**config.mk**
```make
export PLATFORM = sky130hd
export DESIGN_NAME = round_constant_gen
export DESIGN_NICKNAME = d
export VERILOG_FILES = /design/src/rtl/round_constant_gen.sv
export SDC_FILE = /design/constraint.sdc
export NUM_CORES = 1
export LEC_CHECK = 0
export BUFFER_PORTS_ARGS = -buffer_cell sky130_fd_sc_hd__clkbuf_2
export CAP_MARGIN = 25
export CORE_MARGIN = 4
export CORE_UTILIZATION = 25
export CTS_BUF_LIST = sky130_fd_sc_hd__clkbuf_8
export DETAILED_ROUTE_END_ITERATION = 12
export PLACE_DENSITY_LB_ADDON = 0.12
export SLEW_MARGIN = 30
export SYNTH_ARGS = -nofsm -noshare
export SYNTH_HDL_FRONTEND = slang
export SYNTH_SLANG_ARGS = --single-unit
```
**constraint.sdc**
```tcl
create_clock -name clk -period 3.1 [get_ports clk]
set_input_delay 0.31 -clock clk [delete_from_list [all_inputs] [get_ports clk]]
set_output_delay 0.31 -clock clk [all_outputs]
set_load 0.02 [all_outputs]
```
**src/rtl/round_constant_gen.sv**
```systemverilog
// round_constant_gen: sequential generator of the 32 Kuznyechik key-schedule
// round constants C_i = L(Vec128(i)), i = 1..32, one R step per clock.
//
// Ports:
//   clk            in   1    rising-edge clock
//   reset          in   1    asynchronous active-low reset
//   start          in   1    start / restart generation at C_1 (overrides next)
//   next           in   1    consumer took the presented constant
//   round_constant out  128  presented constant C_i, MSB = byte a15
//   const_valid    out  1    round_constant holds a finished C_i
//   const_index    out  6    i of the presented constant (1..32)
//   counter        out  4    R-step counter of the constant being computed
//   busy           out  1    state is COMPUTE or PRESENT
//   done           out  1    C_32 consumed; held until start or reset
//
// Optional feature: define RC_PREFETCH_EN to add a shadow register that
// computes C_{i+1} while C_i is presented, so next can advance with no gap.
module round_constant_gen (
    input  logic         clk,
    input  logic         reset,
    input  logic         start,
    input  logic         next,
    output logic [127:0] round_constant,
    output logic         const_valid,
    output logic [5:0]   const_index,
    output logic [3:0]   counter,
    output logic         busy,
    output logic         done
);
    localparam logic [1:0] IDLE    = 2'd0;
    localparam logic [1:0] COMPUTE = 2'd1;
    localparam logic [1:0] PRESENT = 2'd2;
    localparam logic [1:0] DONE    = 2'd3;

    // Coefficients of l, byte k multiplies input byte a_k (a15 in the top byte).
    localparam logic [127:0] L_COEF = 128'h94208510C2C001FB01C0C21085209401;

    logic [1:0]   state;
    logic [127:0] work;
    logic [5:0]   index;
    logic [127:0] r_work;
    logic         last;
`ifdef RC_PREFETCH_EN
    logic [127:0] shadow;
    logic         shadow_ready;
    logic         pf_active;
`endif

    // GF(2^8) multiply modulo x^8+x^7+x^6+x+1.
    function automatic logic [7:0] gf_mul(input logic [7:0] a, input logic [7:0] b);
        logic [7:0] p;
        logic [7:0] x;
        p = 8'd0;
        x = a;
        for (int k = 0; k < 8; k++) begin
            p = b[k] ? p ^ x : p;
            x = {x[6:0], 1'b0} ^ (x[7] ? 8'hC3 : 8'h00);
        end
        return p;
    endfunction

    // One R step: l enters at the MSB, the state shifts a byte toward the LSB.
    function automatic logic [127:0] r_step(input logic [127:0] a);
        logic [7:0] l;
        l = 8'd0;
        for (int k = 0; k < 16; k++)
            l = l ^ gf_mul(a[8*k +: 8], L_COEF[8*k +: 8]);
        return {l, a[127:8]};
    endfunction

    function automatic logic [127:0] vec(input logic [5:0] i);
        return {122'd0, i};
    endfunction

    assign r_work = r_step(work);
    assign last   = counter == 4'd15;
    assign busy   = state == COMPUTE || state == PRESENT;

    always_ff @(posedge clk or negedge reset) begin
        if (!reset) begin
            state          <= IDLE;
            work           <= '0;
            index          <= '0;
            counter        <= '0;
            round_constant <= '0;
            const_valid    <= 1'b0;
            const_index    <= '0;
            done           <= 1'b0;
`ifdef RC_PREFETCH_EN
            shadow         <= '0;
            shadow_ready   <= 1'b0;
            pf_active      <= 1'b0;
`endif
        end else if (start) begin
            state       <= COMPUTE;
            work        <= vec(6'd1);
            index       <= 6'd1;
            counter     <= '0;
            const_valid <= 1'b0;
            done        <= 1'b0;
`ifdef RC_PREFETCH_EN
            shadow_ready <= 1'b0;
            pf_active    <= 1'b0;
`endif
        end else begin
            case (state)
                COMPUTE: begin
                    // counter wraps to 0 on the sixteenth step by itself
                    work    <= r_work;
                    counter <= counter + 4'd1;
                    if (last) begin
                        round_constant <= r_work;
                        const_index    <= index;
                        const_valid    <= 1'b1;
                        state          <= PRESENT;
`ifdef RC_PREFETCH_EN
                        if (index != 6'd32) begin
                            work      <= vec(index + 6'd1);
                            index     <= index + 6'd1;
                            pf_active <= 1'b1;
                        end
`endif
                    end
                end
`ifdef RC_PREFETCH_EN
                PRESENT: begin
                    // index tracks the constant held in work / shadow, one
                    // ahead of const_index while a prefetch is in flight
                    if (pf_active) begin
                        work    <= r_work;
                        counter <= counter + 4'd1;
                        if (last) begin
                            shadow       <= r_work;
                            shadow_ready <= 1'b1;
                            pf_active    <= 1'b0;
                        end
                    end
                    if (next) begin
                        if (shadow_ready || (pf_active && last)) begin
                            // either the shadow is full or it fills on this very edge
                            round_constant <= shadow_ready ? shadow : r_work;
                            const_index    <= index;
                            shadow_ready   <= 1'b0;
                            pf_active      <= index != 6'd32;
                            if (index != 6'd32) begin
                                work  <= vec(index + 6'd1);
                                index <= index + 6'd1;
                            end
                        end else if (const_index == 6'd32) begin
                            const_valid <= 1'b0;
                            done        <= 1'b1;
                            state       <= DONE;
                        end else begin
                            // prefetch still running: finish it in COMPUTE, which presents it
                            const_valid <= 1'b0;
                            pf_active   <= 1'b0;
                            state       <= COMPUTE;
                        end
                    end
                end
`else
                PRESENT: begin
                    if (next) begin
                        const_valid <= 1'b0;
                        if (index == 6'd32) begin
                            done  <= 1'b1;
                            state <= DONE;
                        end else begin
                            work  <= vec(index + 6'd1);
                            index <= index + 6'd1;
                            state <= COMPUTE;
                        end
                    end
                end
`endif
                default: ;
            endcase
        end
    end
endmodule

```
-- Word-level counts from Yosys, hierarchy flattened
Index checks and enable logic that the tools add are counted.
- register bits after elaboration: 276
- input port bits: 4
- bitwise logic cells: 117
- $add $sub $neg: 2
- eq/ne operators: 8
- multiplexer cells: 104
- reduce and logical (&&, ||, !) cells: 11
- operator list (kind ; count):
    8-bit bitwise XOR ; 116
    8-bit two-way mux ; 81
    128-bit two-way mux ; 3
    128-bit one-hot mux with 2 select lines ; 1
    6-bit two-way mux ; 4
    3-bit AND reduction ; 5
    3-bit != test (second input constant) ; 3
    2-bit two-way mux ; 4
    4-bit two-way mux ; 2
    2-bit nonzero test ; 4
    1-bit two-way mux ; 7
    6-bit by 1-bit adder with 6-bit output (second input constant) ; 1
    6-bit equality test (second input constant) ; 1
    4-bit by 1-bit adder with 4-bit output (second input constant) ; 1
    4-bit equality test (second input constant) ; 1
    2-bit one-hot mux with 2 select lines ; 1
    3-bit nonzero test ; 1
    2-bit by 1-bit equality test with 1-bit output (second input constant) ; 1
    2-bit equality test (second input constant) ; 1
    2-bit != test (second input constant) ; 1
    1-bit one-hot mux with 2 select lines ; 1
    1-bit logical OR ; 1
    1-bit inverter ; 1

-- Longest topological paths before layout
Gate-level depths: netlist of run 1.
- depth after elaboration: 32
- depth in mapped cells: 10

-- Least setup slack after synthesis of run 1
Ideal clock, no wire load.
- path kind: register to register
- start point: reg work[108]
- end point: reg round_constant[120]
- path slack: 588 ps
- stages on the path, launching flop included: 8
- data arrival time: 2387 ps
- library setup time: 125 ps
- required time: 2975 ps
- path through: dfrtp_1 -> xnor2_2 -> xnor3_2 -> xnor2_2 -> xnor3_1 -> xnor3_1 -> xnor2_1 -> mux2_4
- word-level cells in the longest chain between the ends: 15
- ends and longest elaborated chain (what ; RTL line ; RTL):
    from (decl) ; 39 ; logic [127:0] work;
    from (signal assigned) ; 96 ; work <= vec(6'd1);
    from (signal assigned) ; 109 ; work <= r_work;
    from (signal assigned) ; 169 ; work <= vec(index + 6'd1);
    8-bit bitwise XOR (*) (3 in series) ; 57 ; x = {x[6:0], 1'b0} ^ (x[7] ? 8'hC3 : 8'h00);
    8-bit two-way mux (*) ; 57 ;
    8-bit bitwise XOR (*) ; 57 ;
    8-bit two-way mux ; 57 ;
    8-bit bitwise XOR (*) ; 57 ;
    8-bit two-way mux ; 57 ;
    8-bit bitwise XOR (*) ; 57 ;
    8-bit two-way mux (*) ; 57 ;
    8-bit bitwise XOR (*) ; 57 ;
    8-bit bitwise XOR (*) ; 56 ; p = b[k] ? p ^ x : p;
    8-bit bitwise XOR (*) (3 in series) ; 67 ; l = l ^ gf_mul(a[8*k +: 8], L_COEF[8*k +: 8]);
    to (signal assigned) ; 112 ; round_constant <= r_work;
    to (decl) ; 23 ; output logic [127:0] round_constant,
Every way passes the cells marked *; elsewhere a longest branch is shown, timed or not.
A chain may end at the register's enable or synchronous reset.

-- Worst setup path after layout of run 1
- start point: reg work[30]
- end point: reg round_constant[121]
- word-level cells in the longest chain between the ends: 27
- elaborated cells between the ends (all ways): 28
- ends and longest elaborated chain (what ; RTL line):
    8-bit bitwise XOR (*) ; 57
    8-bit two-way mux (*) ; 57
    8-bit bitwise XOR (*) ; 57
    8-bit two-way mux ; 57
    8-bit bitwise XOR ; 57
    8-bit two-way mux ; 57
    8-bit bitwise XOR ; 57
    8-bit two-way mux ; 57
    8-bit bitwise XOR ; 57
    8-bit two-way mux ; 57
    8-bit bitwise XOR ; 57
    8-bit two-way mux ; 57
    8-bit bitwise XOR ; 57
    8-bit bitwise XOR (*) ; 56
    8-bit bitwise XOR (*) (13 in series) ; 67
Marks and branches as above.

==> results of run 1 <==
[power groups by stage]
| stage | clock network (mW) | registers, mW | logic (mW) |
|---|---|---|---|
| floorplan | 0 | 3.94 | 2.36 |
| global placement | 0 | 4.02 | 3.51 |
| detailed placement | 0 | 4.02 | 3.49 |
| CTS | 3.68 | 3.95 | 3.52 |
| global route | 3.81 | 3.96 | 3.78 |
| finish | 3.50 | 3.95 | 3.55 |
[cells in the mapped netlist (2+ instances only)]
cell type / instances
sky130_fd_sc_hd__mux2_2: 133
sky130_fd_sc_hd__or3_1: 2
sky130_fd_sc_hd__a22o_2: 3
sky130_fd_sc_hd__a21oi_1: 9
sky130_fd_sc_hd__buf_2: 12
sky130_fd_sc_hd__o31ai_1: 2
sky130_fd_sc_hd__dfrtp_1: 276
sky130_fd_sc_hd__nand3_1: 5
sky130_fd_sc_hd__nand2b_1: 2
sky130_fd_sc_hd__xnor2_2: 6
sky130_fd_sc_hd__inv_1: 7
sky130_fd_sc_hd__nor2_1: 20
sky130_fd_sc_hd__ha_1: 5
sky130_fd_sc_hd__o21ai_0: 3
sky130_fd_sc_hd__xnor3_1: 25
sky130_fd_sc_hd__xor2_1: 45
sky130_fd_sc_hd__mux2i_1: 4
sky130_fd_sc_hd__a22o_1: 122
sky130_fd_sc_hd__clkbuf_1: 46
sky130_fd_sc_hd__xnor2_1: 153
sky130_fd_sc_hd__nand2_1: 9
sky130_fd_sc_hd__buf_1: 2
[worst max-delay path by stage]
stage / from / endpoint / slack, ps / cells past startpoint
after floorplan: work[108] / round_constant[120] / 590 / 7
after global placement: work[30] / round_constant[121] / 130 / 7
after global routing: work[95] / round_constant[127] / 50 / 7
final: work[30] / round_constant[121] / 200 / 7
after CTS: work[30] / round_constant[121] / 130 / 7
after detailed placement: work[30] / round_constant[121] / 140 / 7
[final cells by class]
cell class	instances	area share (%)
sequential	276	44.8
multi-input combinational	558	35.5
timing repair buffer	183	7.56
clock buffer	64	5.71
tap	672	5.45
clock inverter	25	0.868
inverter	7	0.170
[metal layers]
| metal | vias up | share of wire [%] |
|---|---|---|
| met5 | - | 0 |
| met4 | 0 | 1.7 |
| met3 | 46 | 4.0 |
| met2 | 149 | 48 |
| met1 | 4050 | 46 |
| li1 | 3553 | - |
[registers in the layout (all words and copies together), names as in the netlist]
| name | count |
|---|---|
| round_constant | 128 |
| work | 128 |
| const_index | 6 |
| index | 6 |
| counter | 4 |
| state | 2 |
| const_valid | 1 |
| done | 1 |
[per-stage QoR]
stage / cell area (µm²) / hold slack, ps / worst slack (ps) / std cells
floorplan: 12600 / 14.4 / 588 / 902
global placement: 14400 / 303 / 131 / 1694
detailed placement: 14400 / 298 / 138 / 1694
CTS: 15400 / 150 / 126 / 1785
global route: 15400 / 210 / 53.6 / 1785
finish: 15400 / 208 / 203 / 1785
[logic make-up after synthesis]
family | Yosys count | synth area share, %
mux | 138 | 12.3
buf+inv | 68 | 2.15
simple gates | 41 | 1.40
compound gates | 143 | 9.55
flops | 276 | 54.7
fa+ha+maj | 5 | 0.496
xor+xnor | 231 | 19.4
[what timing repair did]
action                                  CTS  global route
endpoints found under the setup margin    0             1
hold buffers                              2             0
endpoints found under the hold margin    55             0
resized for setup                         0             1
==> insert_results.sql, run 1 <==
INSERT INTO impl_metrics (metric_group, metric, value, unit) VALUES
('timing', 'timing.final.setup_violations', '0', ''),
('timing', 'timing.max_slew.rel_slack', '53.9', '%'),
('clock_network', 'cts.reportedPaths.clkPinSlew', '60', 'ps'),
('synthesis', 'synthDominantAreaCellType', 'sky130_fd_sc_hd__dfrtp_1', ''),
('power_and_ir_drop', 'net-switching-power', '3.71', 'mW'),
('place', 'port_buffers', '144', ''),
('drt', 'dr_total_vias', '7798', ''),
('layout', 'num-fill-cells', '5110', ''),
('worst_setup_path', 'setup.worst_path.class', 'reg2reg', ''),
('grt', 'use_met1', '20.9', '%'),
('floorplanning', 'floorplan.die.height', '233', 'µm'),
('layout', 'most-common-layout-cells', '276 x sky130_fd_sc_hd__dfrtp_1, 152 x sky130_fd_sc_hd__xnor2_1, 143 x sky130_fd_sc_hd__clkbuf_2', ''),
('worst_setup_path', 'r2r_cells', '7', ''),
('worst_setup_path', 'setup.worst_path.end_class', 'flop', ''),
('synthesis', 'synth_top_cells_by_area', 'sky130_fd_sc_hd__dfrtp_1 55%, sky130_fd_sc_hd__mux2_2 12%, sky130_fd_sc_hd__xnor2_1 11%, sky130_fd_sc_hd__a22o_1 8.5%, sky130_fd_sc_hd__xnor3_1 4.5%', ''),
('floorplanning', 'floorplan.die_area', '54100', 'µm²'),
('min_path', 'worstHoldEndpoint', 'index[4]', ''),
('layout', 'utilization', '30.8', '%'),
('floorplanning', 'die_w', '233', 'µm'),
('floorplanning', 'starting_density_of_the_core', '25.2', '%'),
('clock_network', 'clock-root-buffer', 'sky130_fd_sc_hd__clkbuf_8', ''),
('synthesis', 'synth_area', '12600', 'µm²'),
('timing', 'rsz_0062_raised_after_global_routing', 'false', ''),
('grt', 'first_global_vias', '8331', ''),
('power_and_ir_drop', 'power_leakage', '7.60', 'nW'),
('grt', 'grt_busiest_layer', 'met2', ''),
('worst_setup_path', 'critical-path-slowest-cell', 'sky130_fd_sc_hd__dfrtp_1', ''),
('clock_network', 'cts_made_buffers', '51', ''),
('timing', 'totalNegativeSetupSlack', '0', 'ps'),
('clock_network', 'insertion_delay', '620', 'ps'),
('timing', 'timing_worst_slew_pin_value', '686', 'ps'),
('grt', 'grt_start_max_net_pins', '82', ''),
('clock_network', 'cts.repair_timing.setup_buffer_count', '0', ''),
('drt', 'drt_drc_violations_left', '0', ''),
('worst_setup_path', 'worstPathArrival', '3400', 'ps'),
('floorplanning', 'placeableCoreArea', '50100', 'µm²'),
('power_and_ir_drop', 'total_power', '11.0', 'mW'),
('timing', 'period_minus_slack', '2900', 'ps'),
('layout', 'antenna_cells', '0', ''),
('drt', 'first_iter_violations', '370', ''),
('worst_setup_path', 'r2r_slack', '200', 'ps'),
('clock_network', 'clock_tree.htree_level_count', '2', ''),
('min_path', 'min-delay-path-class', 'in2reg', ''),
('min_path', 'worst_hold_startpoint', 'start', ''),
('layout', 'fin_nets', '1086', ''),
('floorplanning', 'ios', '145', ''),
('worst_setup_path', 'critical_path_required', '3600', 'ps'),
('synthesis', 'ys_seq_elements', '276', ''),
('grt', 'grtUsageTotal', '15.1', '%'),
('power_and_ir_drop', 'irDropWorstVdd', '0.000297', 'V'),
('worst_setup_path', 'critical-path-top-cell-by-count', 'sky130_fd_sc_hd__xnor3_1', ''),
('power_and_ir_drop', 'clock_power_share', '31.9', '%'),
('drt', 'detail_route.wirelength', '40600', 'µm'),
('power_and_ir_drop', 'power.share.switching', '33.7', '%'),
('floorplanning', 'rows', '82', ''),
('worst_setup_path', 'critical_path.top_delay_family', 'XOR/XNOR gates', ''),
('layout', 'ff_latch_area', '6910', 'µm²'),
('layout', 'final_layout_size_suffix_gt1_share', '36.0', '%'),
('worst_setup_path', 'cp_num_buf_inv', '0', ''),
('worst_setup_path', 'crit_chain', 'xnor3_1 -> xor2_1 -> xnor3_1 -> xnor2_1 -> xnor3_1 -> xnor2_2 -> mux2_2', ''),
('power_and_ir_drop', 'intPower', '7.29', 'mW'),
('layout', 'multiInputGateArea', '5480', 'µm²'),
('synthesis', 'post_synth.cell_area_avg', '14.0', 'µm²'),
('worst_setup_path', 'cp_slowest_stage_delay', '540', 'ps'),
('timing', 'period_share', '93.4', '%'),
('clock_network', 'cts.sink_count', '276', ''),
('power_and_ir_drop', 'pwr-share-comb', '32.3', '%'),
('status', 'outcome', 'completed', ''),
('synthesis', 'synth.top_cell.area_share', '54.7', '%'),
('worst_setup_path', 'r2r_end', 'round_constant[121]', ''),
('layout', 'most_common_cell_after_layout_fill_and_taps_aside', 'sky130_fd_sc_hd__dfrtp_1', '');
Note: power is estimated with default switching activity, not from simulation.
==> inputs of run 2 (changes only) <==
Settings changed: PLACE_DENSITY_LB_ADDON 0.12 to 0.2.
==> run 2 against run 1 <==
  * Clock-buffer cell count stayed put
  * Die area stayed put
  * Utilization shrank 0.21 points
  * Clock skew is 3.0 ps lower
  * Combinational power down 6.5%
  * Clock power decreased by 5%
  * First-iteration DRC count increased by 13%
  * Critical endpoint is now round_constant[120]
  * Largest cell class unchanged
  * Largest power group unchanged
  * Highest routed layer unchanged
==> insert_results.sql, run 2 (same netlist as run 1, synthesis figures left out) <==
INSERT INTO impl_metrics (metric_group, metric, value, unit) VALUES
('clock_network', 'clock_tree.htree_level_count', '2', ''),
('timing', 'slew_viol_final', '0', ''),
('status', 'outcome', 'completed', ''),
('min_path', 'min-delay-path-class', 'in2reg', ''),
('power_and_ir_drop', 'pwr_density_cell', '692', 'nW/µm²'),
('place', 'post-place-ws', '165', 'ps'),
('place', 'gp_congestion', '0.870', ''),
('grt', 'grt_start_max_net_pins', '87', ''),
('flow_run', 'maxCapViolations', '0', ''),
('grt', 'first_global_vias', '8308', ''),
('timing', 'timing.max_slew.rel_slack', '52.5', '%'),
('worst_setup_path', 'critical_path.top_delay_family', 'XOR/XNOR gates', ''),
('min_path', 'hold_path_depth', '2', ''),
('worst_setup_path', 'cp_num_buf_inv', '0', ''),
('timing', 'totalNegativeSetupSlack', '0', 'ps'),
('worst_setup_path', 'crit_fanout', '5', ''),
('clock_network', 'cts.reportedPaths.clkPinSlew', '60', 'ps'),
('timing', 'fin_skew', '25.9', 'ps'),
('timing', 'finalHoldViolations', '0', ''),
('timing', 'rsz_0062_raised_after_global_routing', 'false', ''),
('timing', 'period_minus_slack', '2890', 'ps'),
('layout', 'fin_nets', '1083', ''),
('worst_setup_path', 'startpoint_type', 'flop', ''),
('layout', 'ff_latch_area', '6910', 'µm²'),
('power_and_ir_drop', 'power_leakage', '7.55', 'nW'),
('timing', 'fin_hold_ws', '237', 'ps'),
('layout', 'utilization', '30.6', '%'),
('timing', 'timing_worst_slew_pin_value', '707', 'ps'),
('worst_setup_path', 'setup.worst_path.end_class', 'flop', ''),
('drt', 'drt_drc_violations_left', '0', ''),
('clock_network', 'cts.sink_count', '276', ''),
('layout', 'most-common-layout-cells', '276 x sky130_fd_sc_hd__dfrtp_1, 153 x sky130_fd_sc_hd__xnor2_1, 143 x sky130_fd_sc_hd__clkbuf_2', ''),
('drt', 'detail_route.first_pass.iterations', '5', ''),
('worst_setup_path', 'setup.worst_path.class', 'reg2reg', ''),
('floorplanning', 'die_w', '233', 'µm'),
('drt', 'detail_route.wirelength', '39300', 'µm'),
('clock_network', 'insertion_delay', '610', 'ps'),
('clock_network', 'cts_tree', 'built', ''),
('floorplanning', 'floorplan.die_area', '54100', 'µm²'),
('floorplanning', 'rows', '82', ''),
('grt', 'grtUsageTotal', '14.6', '%'),
('worst_setup_path', 'cp_slowest_stage_delay', '520', 'ps'),
('worst_setup_path', 'critical-path-slowest-cell', 'sky130_fd_sc_hd__dfrtp_1', ''),
('layout', 'multiInputGateArea', '5470', 'µm²'),
('worst_setup_path', 'worstPathArrival', '3370', 'ps'),
('place', 'port_buffers', '144', ''),
('place', 'dp_hpwl', '28000', 'µm'),
('grt', 'grt_antenna_before_repair', '0', ''),
('layout', 'layout_top_registers', 'round_constant x128, work x128', ''),
('layout', 'final_layout_size_suffix_gt1_share', '35.6', '%'),
('drt', 'vias_per_cell', '4.34', ''),
('layout', 'flow.area_growth_from_synthesis', '21.4', '%'),
('worst_setup_path', 'critical_path_required', '3580', 'ps'),
('drt', 'dr_total_vias', '7723', ''),
('power_and_ir_drop', 'irDropWorstVdd', '0.000398', 'V'),
('clock_network', 'clock-root-buffer', 'sky130_fd_sc_hd__clkbuf_8', ''),
('clock_network', 'cts_resized', '0', ''),
('grt', 'global_route_wire_length_before_repair', '58800', 'µm'),
('drt', 'first_iter_violations', '417', ''),
('layout', 'most_common_cell_after_layout_fill_and_taps_aside', 'sky130_fd_sc_hd__dfrtp_1', ''),
('floorplanning', 'placeableCoreArea', '50100', 'µm²'),
('worst_setup_path', 'crit_cells', '7', ''),
('floorplanning', 'floorplan.die.height', '233', 'µm'),
('worst_setup_path', 'r2r_cells', '7', ''),
('timing', 'timing.final.setup_violations', '0', ''),
('floorplanning', 'starting_density_of_the_core', '25.2', '%'),
('worst_setup_path', 'critical-path-top-cell-by-count', 'sky130_fd_sc_hd__xnor3_1', ''),
('layout', 'antenna_cells', '0', ''),
('grt', 'globalRouteOverflowTotal', '0', ''),
('drt', 'route.detailed.wl_per_inst', '22.1', 'µm'),
('clock_network', 'cts_made_buffers', '50', ''),
('timing', 'max_freq', '346', 'MHz'),
('clock_network', 'clock_tree.buffer_depth', '3', ''),
('timing', 'postLayoutSetupSlackWorst', '207', 'ps'),
('floorplanning', 'ios', '145', ''),
('layout', 'num-fill-cells', '5168', ''),
('drt', 'detail-route-antenna-nets', '0', ''),
('timing', 'period_share', '93.3', '%'),
('worst_setup_path', 'crit_chain', 'xnor3_1 -> xnor3_2 -> xnor2_2 -> xnor3_1 -> xnor3_1 -> xnor2_1 -> mux2_4', '');
run 2: worst paths after layout:
path	start	to	slack, ps
setup / recovery	work[27]	round_constant[120]	210
hold / removal	start	index[4]	240
setup reg to reg	work[27]	round_constant[120]	210
hold reg to reg	round_constant[68]	round_constant[68]	500
max in group asynchronous	reset	round_constant[99]	1900
min in group asynchronous	reset	round_constant[45]	310
run 2: per-stage QoR:
step	instance area [µm²]	power, mW	cells
2_1_floorplan	12600	6.31	902
3_3_place_gp	14300	7.34	1692
3_5_place_dp	14300	7.34	1692
4_1_cts	15300	10.8	1780
5_1_grt	15300	11.2	1780
6_report	15300	10.6	1780
run 2: layer usage:
| metal | up-vias | GRT usage [%] | share of wire [%] |
|---|---|---|---|
| met1 | 3963 | 20.3 | 47 |
| met3 | 48 | 2.61 | 4.0 |
| met5 | - | 0 | 0 |
| met2 | 184 | 23.6 | 48 |
| met4 | 0 | 3.87 | 1.7 |
| li1 | 3528 | - | - |
run 2: worst reg2reg max path: stages, from the launching register on:
cell,delay [ps]
sky130_fd_sc_hd__dfrtp_1,520
sky130_fd_sc_hd__xnor3_1,460
sky130_fd_sc_hd__xnor3_2,270
sky130_fd_sc_hd__xnor2_2,260
sky130_fd_sc_hd__xnor3_1,400
sky130_fd_sc_hd__xnor3_1,410
sky130_fd_sc_hd__xnor2_1,170
sky130_fd_sc_hd__mux2_4,270
run 2: what timing repair did:
| action | 4_1_cts | 5_1_grt |
|---|---|---|
| hold buffers | 2 | 0 |
| setup buffers | 0 | 0 |
| hold endpoints to repair | 75 | 0 |
| endpoints found under the setup margin | 0 | 0 |
run 2: layout make-up:
cell class | count | share of cell area (%)
flip-flops and latches | 276 | 45.1
repair buffers | 181 | 7.27
clock inverters | 22 | 0.580
multi-input cells | 558 | 35.7
well taps | 672 | 5.49
clock buffers | 64 | 5.75
inverters | 7 | 0.171
run 2: where the power goes:
part	internal, mW	total (mW)	switching (mW)
Combinational	1.50	3.32	1.82
Sequential	3.75	3.95	0.201
Clock	1.83	3.34	1.50
==> inputs of run 3 (changes only) <==
Settings changed: CORE_UTILIZATION 25 to 60, GPL_ROUTABILITY_DRIVEN from default to 0.
==> run 3 against run 2 <==
  * Maximum frequency down 2.3%
  * Hold slack worse by 140 ps
  * Global-route usage up 12 points
  * Combinational power down 6.0%
  * Final area down 4.5%
  * First-iteration DRC count up 29%
  * Clock power down 6.9%
  * Critical path type unchanged
==> insert_results.sql, run 3 (same netlist as run 1, synthesis figures left out) <==
INSERT INTO impl_metrics (metric_group, metric, value, unit) VALUES
('floorplanning', 'die_w', '153', 'µm'),
('grt', 'global_route_wire_length_before_repair', '48400', 'µm'),
('layout', 'num-fill-cells', '1430', ''),
('power_and_ir_drop', 'total_power', '10.2', 'mW'),
('timing', 'slew_viol_final', '0', ''),
('layout', 'most_common_cell_after_layout_fill_and_taps_aside', 'sky130_fd_sc_hd__dfrtp_1', ''),
('worst_setup_path', 'setup.worst_path.class', 'reg2reg', ''),
('clock_network', 'clock_tree.buffer_depth', '3', ''),
('clock_network', 'cts_made_buffers', '44', ''),
('floorplanning', 'floorplan.die.height', '153', 'µm'),
('drt', 'dr_total_vias', '7833', ''),
('grt', 'grt_start_max_net_pins', '108', ''),
('clock_network', 'insertion_delay', '540', 'ps'),
('power_and_ir_drop', 'pwr_density_cell', '695', 'nW/µm²'),
('grt', 'grtUsageTotal', '26.4', '%'),
('worst_setup_path', 'r2r_cells', '7', ''),
('place', 'port_buffers', '144', ''),
('status', 'outcome', 'completed', ''),
('clock_network', 'clock-root-buffer', 'sky130_fd_sc_hd__clkbuf_8', ''),
('layout', 'most-common-layout-cells', '276 x sky130_fd_sc_hd__dfrtp_1, 153 x sky130_fd_sc_hd__xnor2_1, 143 x sky130_fd_sc_hd__clkbuf_2', ''),
('timing', 'timing.final.setup_violations', '0', ''),
('min_path', 'min-delay-path-class', 'in2reg', ''),
('worst_setup_path', 'crit_chain', 'xor2_1 -> xnor3_1 -> xor2_1 -> xnor3_1 -> xnor3_1 -> xnor2_1 -> mux2_4', ''),
('drt', 'detail_route.first_pass.iterations', '5', ''),
('grt', 'first_global_vias', '8139', ''),
('worst_setup_path', 'critical-path-top-cell-by-count', 'sky130_fd_sc_hd__xnor3_1', ''),
('layout', 'antenna_cells', '0', ''),
('power_and_ir_drop', 'power_leakage', '7.42', 'nW'),
('timing', 'totalNegativeSetupSlack', '0', 'ps'),
('timing', 'max_freq', '338', 'MHz'),
('power_and_ir_drop', 'irDropWorstVdd', '0.000410', 'V'),
('drt', 'drt_drc_violations_left', '0', ''),
('clock_network', 'cts.repair_timing.setup_buffer_count', '0', ''),
('timing', 'period_minus_slack', '2960', 'ps'),
('layout', 'layout_top_registers', 'round_constant x128, work x128', ''),
('drt', 'first_iter_violations', '540', ''),
('grt', 'globalRouteOverflowTotal', '0', ''),
('timing', 'rsz_0062_raised_after_global_routing', 'false', ''),
('worst_setup_path', 'crit_fanout', '4', ''),
('worst_setup_path', 'worstPathArrival', '3370', 'ps'),
('worst_setup_path', 'r2r_slack', '140', 'ps'),
('worst_setup_path', 'critical_path_required', '3510', 'ps'),
('flow_run', 'maxCapViolations', '0', ''),
('floorplanning', 'placeableCoreArea', '20400', 'µm²'),
('layout', 'fin_nets', '1064', ''),
('clock_network', 'cts_resized', '0', ''),
('clock_network', 'cts_tree', 'built', ''),
('worst_setup_path', 'cp_slowest_stage_delay', '550', 'ps'),
('drt', 'vias_per_cell', '5.79', ''),
('worst_setup_path', 'startpoint_type', 'flop', ''),
('place', 'dp_hpwl', '21200', 'µm'),
('floorplanning', 'ios', '145', ''),
('clock_network', 'clock_tree.htree_level_count', '2', ''),
('worst_setup_path', 'critical-path-slowest-cell', 'sky130_fd_sc_hd__xnor3_1', ''),
('timing', 'timing_worst_slew_pin_value', '844', 'ps'),
('timing', 'fin_skew', '21.6', 'ps'),
('grt', 'grt_antenna_before_repair', '0', ''),
('clock_network', 'postCtsHoldBufs', '1', ''),
('drt', 'route.detailed.wl_per_inst', '22.4', 'µm'),
('drt', 'detail-route-antenna-nets', '0', ''),
('layout', 'multiInputGateArea', '5470', 'µm²'),
('floorplanning', 'rows', '52', ''),
('layout', 'final_layout_size_suffix_gt1_share', '34.8', '%'),
('clock_network', 'cts.sink_count', '276', ''),
('timing', 'finalHoldViolations', '0', ''),
('floorplanning', 'starting_density_of_the_core', '61.8', '%'),
('timing', 'period_share', '95.5', '%'),
('floorplanning', 'floorplan.die_area', '23400', 'µm²'),
('drt', 'detail_route.wirelength', '30300', 'µm'),
('clock_network', 'cts.reportedPaths.clkPinSlew', '70', 'ps'),
('timing', 'timing.max_slew.rel_slack', '43.8', '%'),
('min_path', 'hold_path_depth', '3', ''),
('layout', 'flow.area_growth_from_synthesis', '15.9', '%'),
('layout', 'ff_latch_area', '6910', 'µm²'),
('worst_setup_path', 'setup.worst_path.end_class', 'flop', '');
-- run 3: worst max-delay path, delay by kind of cell, from the launching register on --
kind	cells	cell delay, ps
flip-flops	1	450
multiplexers	1	280
XOR/XNOR	6	2100
-- run 3: per-stage QoR --
stage	hold WS [ps]	util [%]	instance area [µm²]	setup WS, ps	std cells
floorplan	14.4	-	12600	588	902
global placement	432	67.2	13700	272	1278
detailed placement	432	67.2	13700	182	1278
CTS	74.3	71.6	14600	155	1354
global route	92.5	71.6	14600	24.1	1354
finish	95.4	71.6	14600	140	1354
-- run 3: layout make-up --
type | count | area share, %
Inverter | 7 | 0.180
Sequential cell | 276 | 47.2
Tap cell | 270 | 2.31
Clock inverter | 20 | 0.915
Timing Repair Buffer | 168 | 6.84
Multi-Input combinational cell | 558 | 37.4
Clock buffer | 55 | 5.17
-- run 3: path summary, 6_finish.rpt --
kind | start | endpoint
worst max-delay path | work[39] | round_constant[120]
worst min-delay path | next | done
worst max register to register | work[39] | round_constant[120]
worst min register to register | work[0] | work[0]
max in group asynchronous | reset | index[5]
min in group asynchronous | reset | round_constant[56]
-- run 3: where the power goes --
part           total (mW)  internal [mW]  switching (mW)
clock network        3.11           1.75            1.36
registers            3.94           3.74           0.198
logic                3.12           1.44            1.67
-- run 3: routing by layer --
metal | up-vias | wire length [µm] | track usage, %
met1 | 4011 | 13300 | 38.5
met5 | - | 0 | 0
met2 | 278 | 14000 | 40.6
met3 | 66 | 1940 | 5.09
li1 | 3478 | - | -
met4 | 0 | 1000 | 8.87
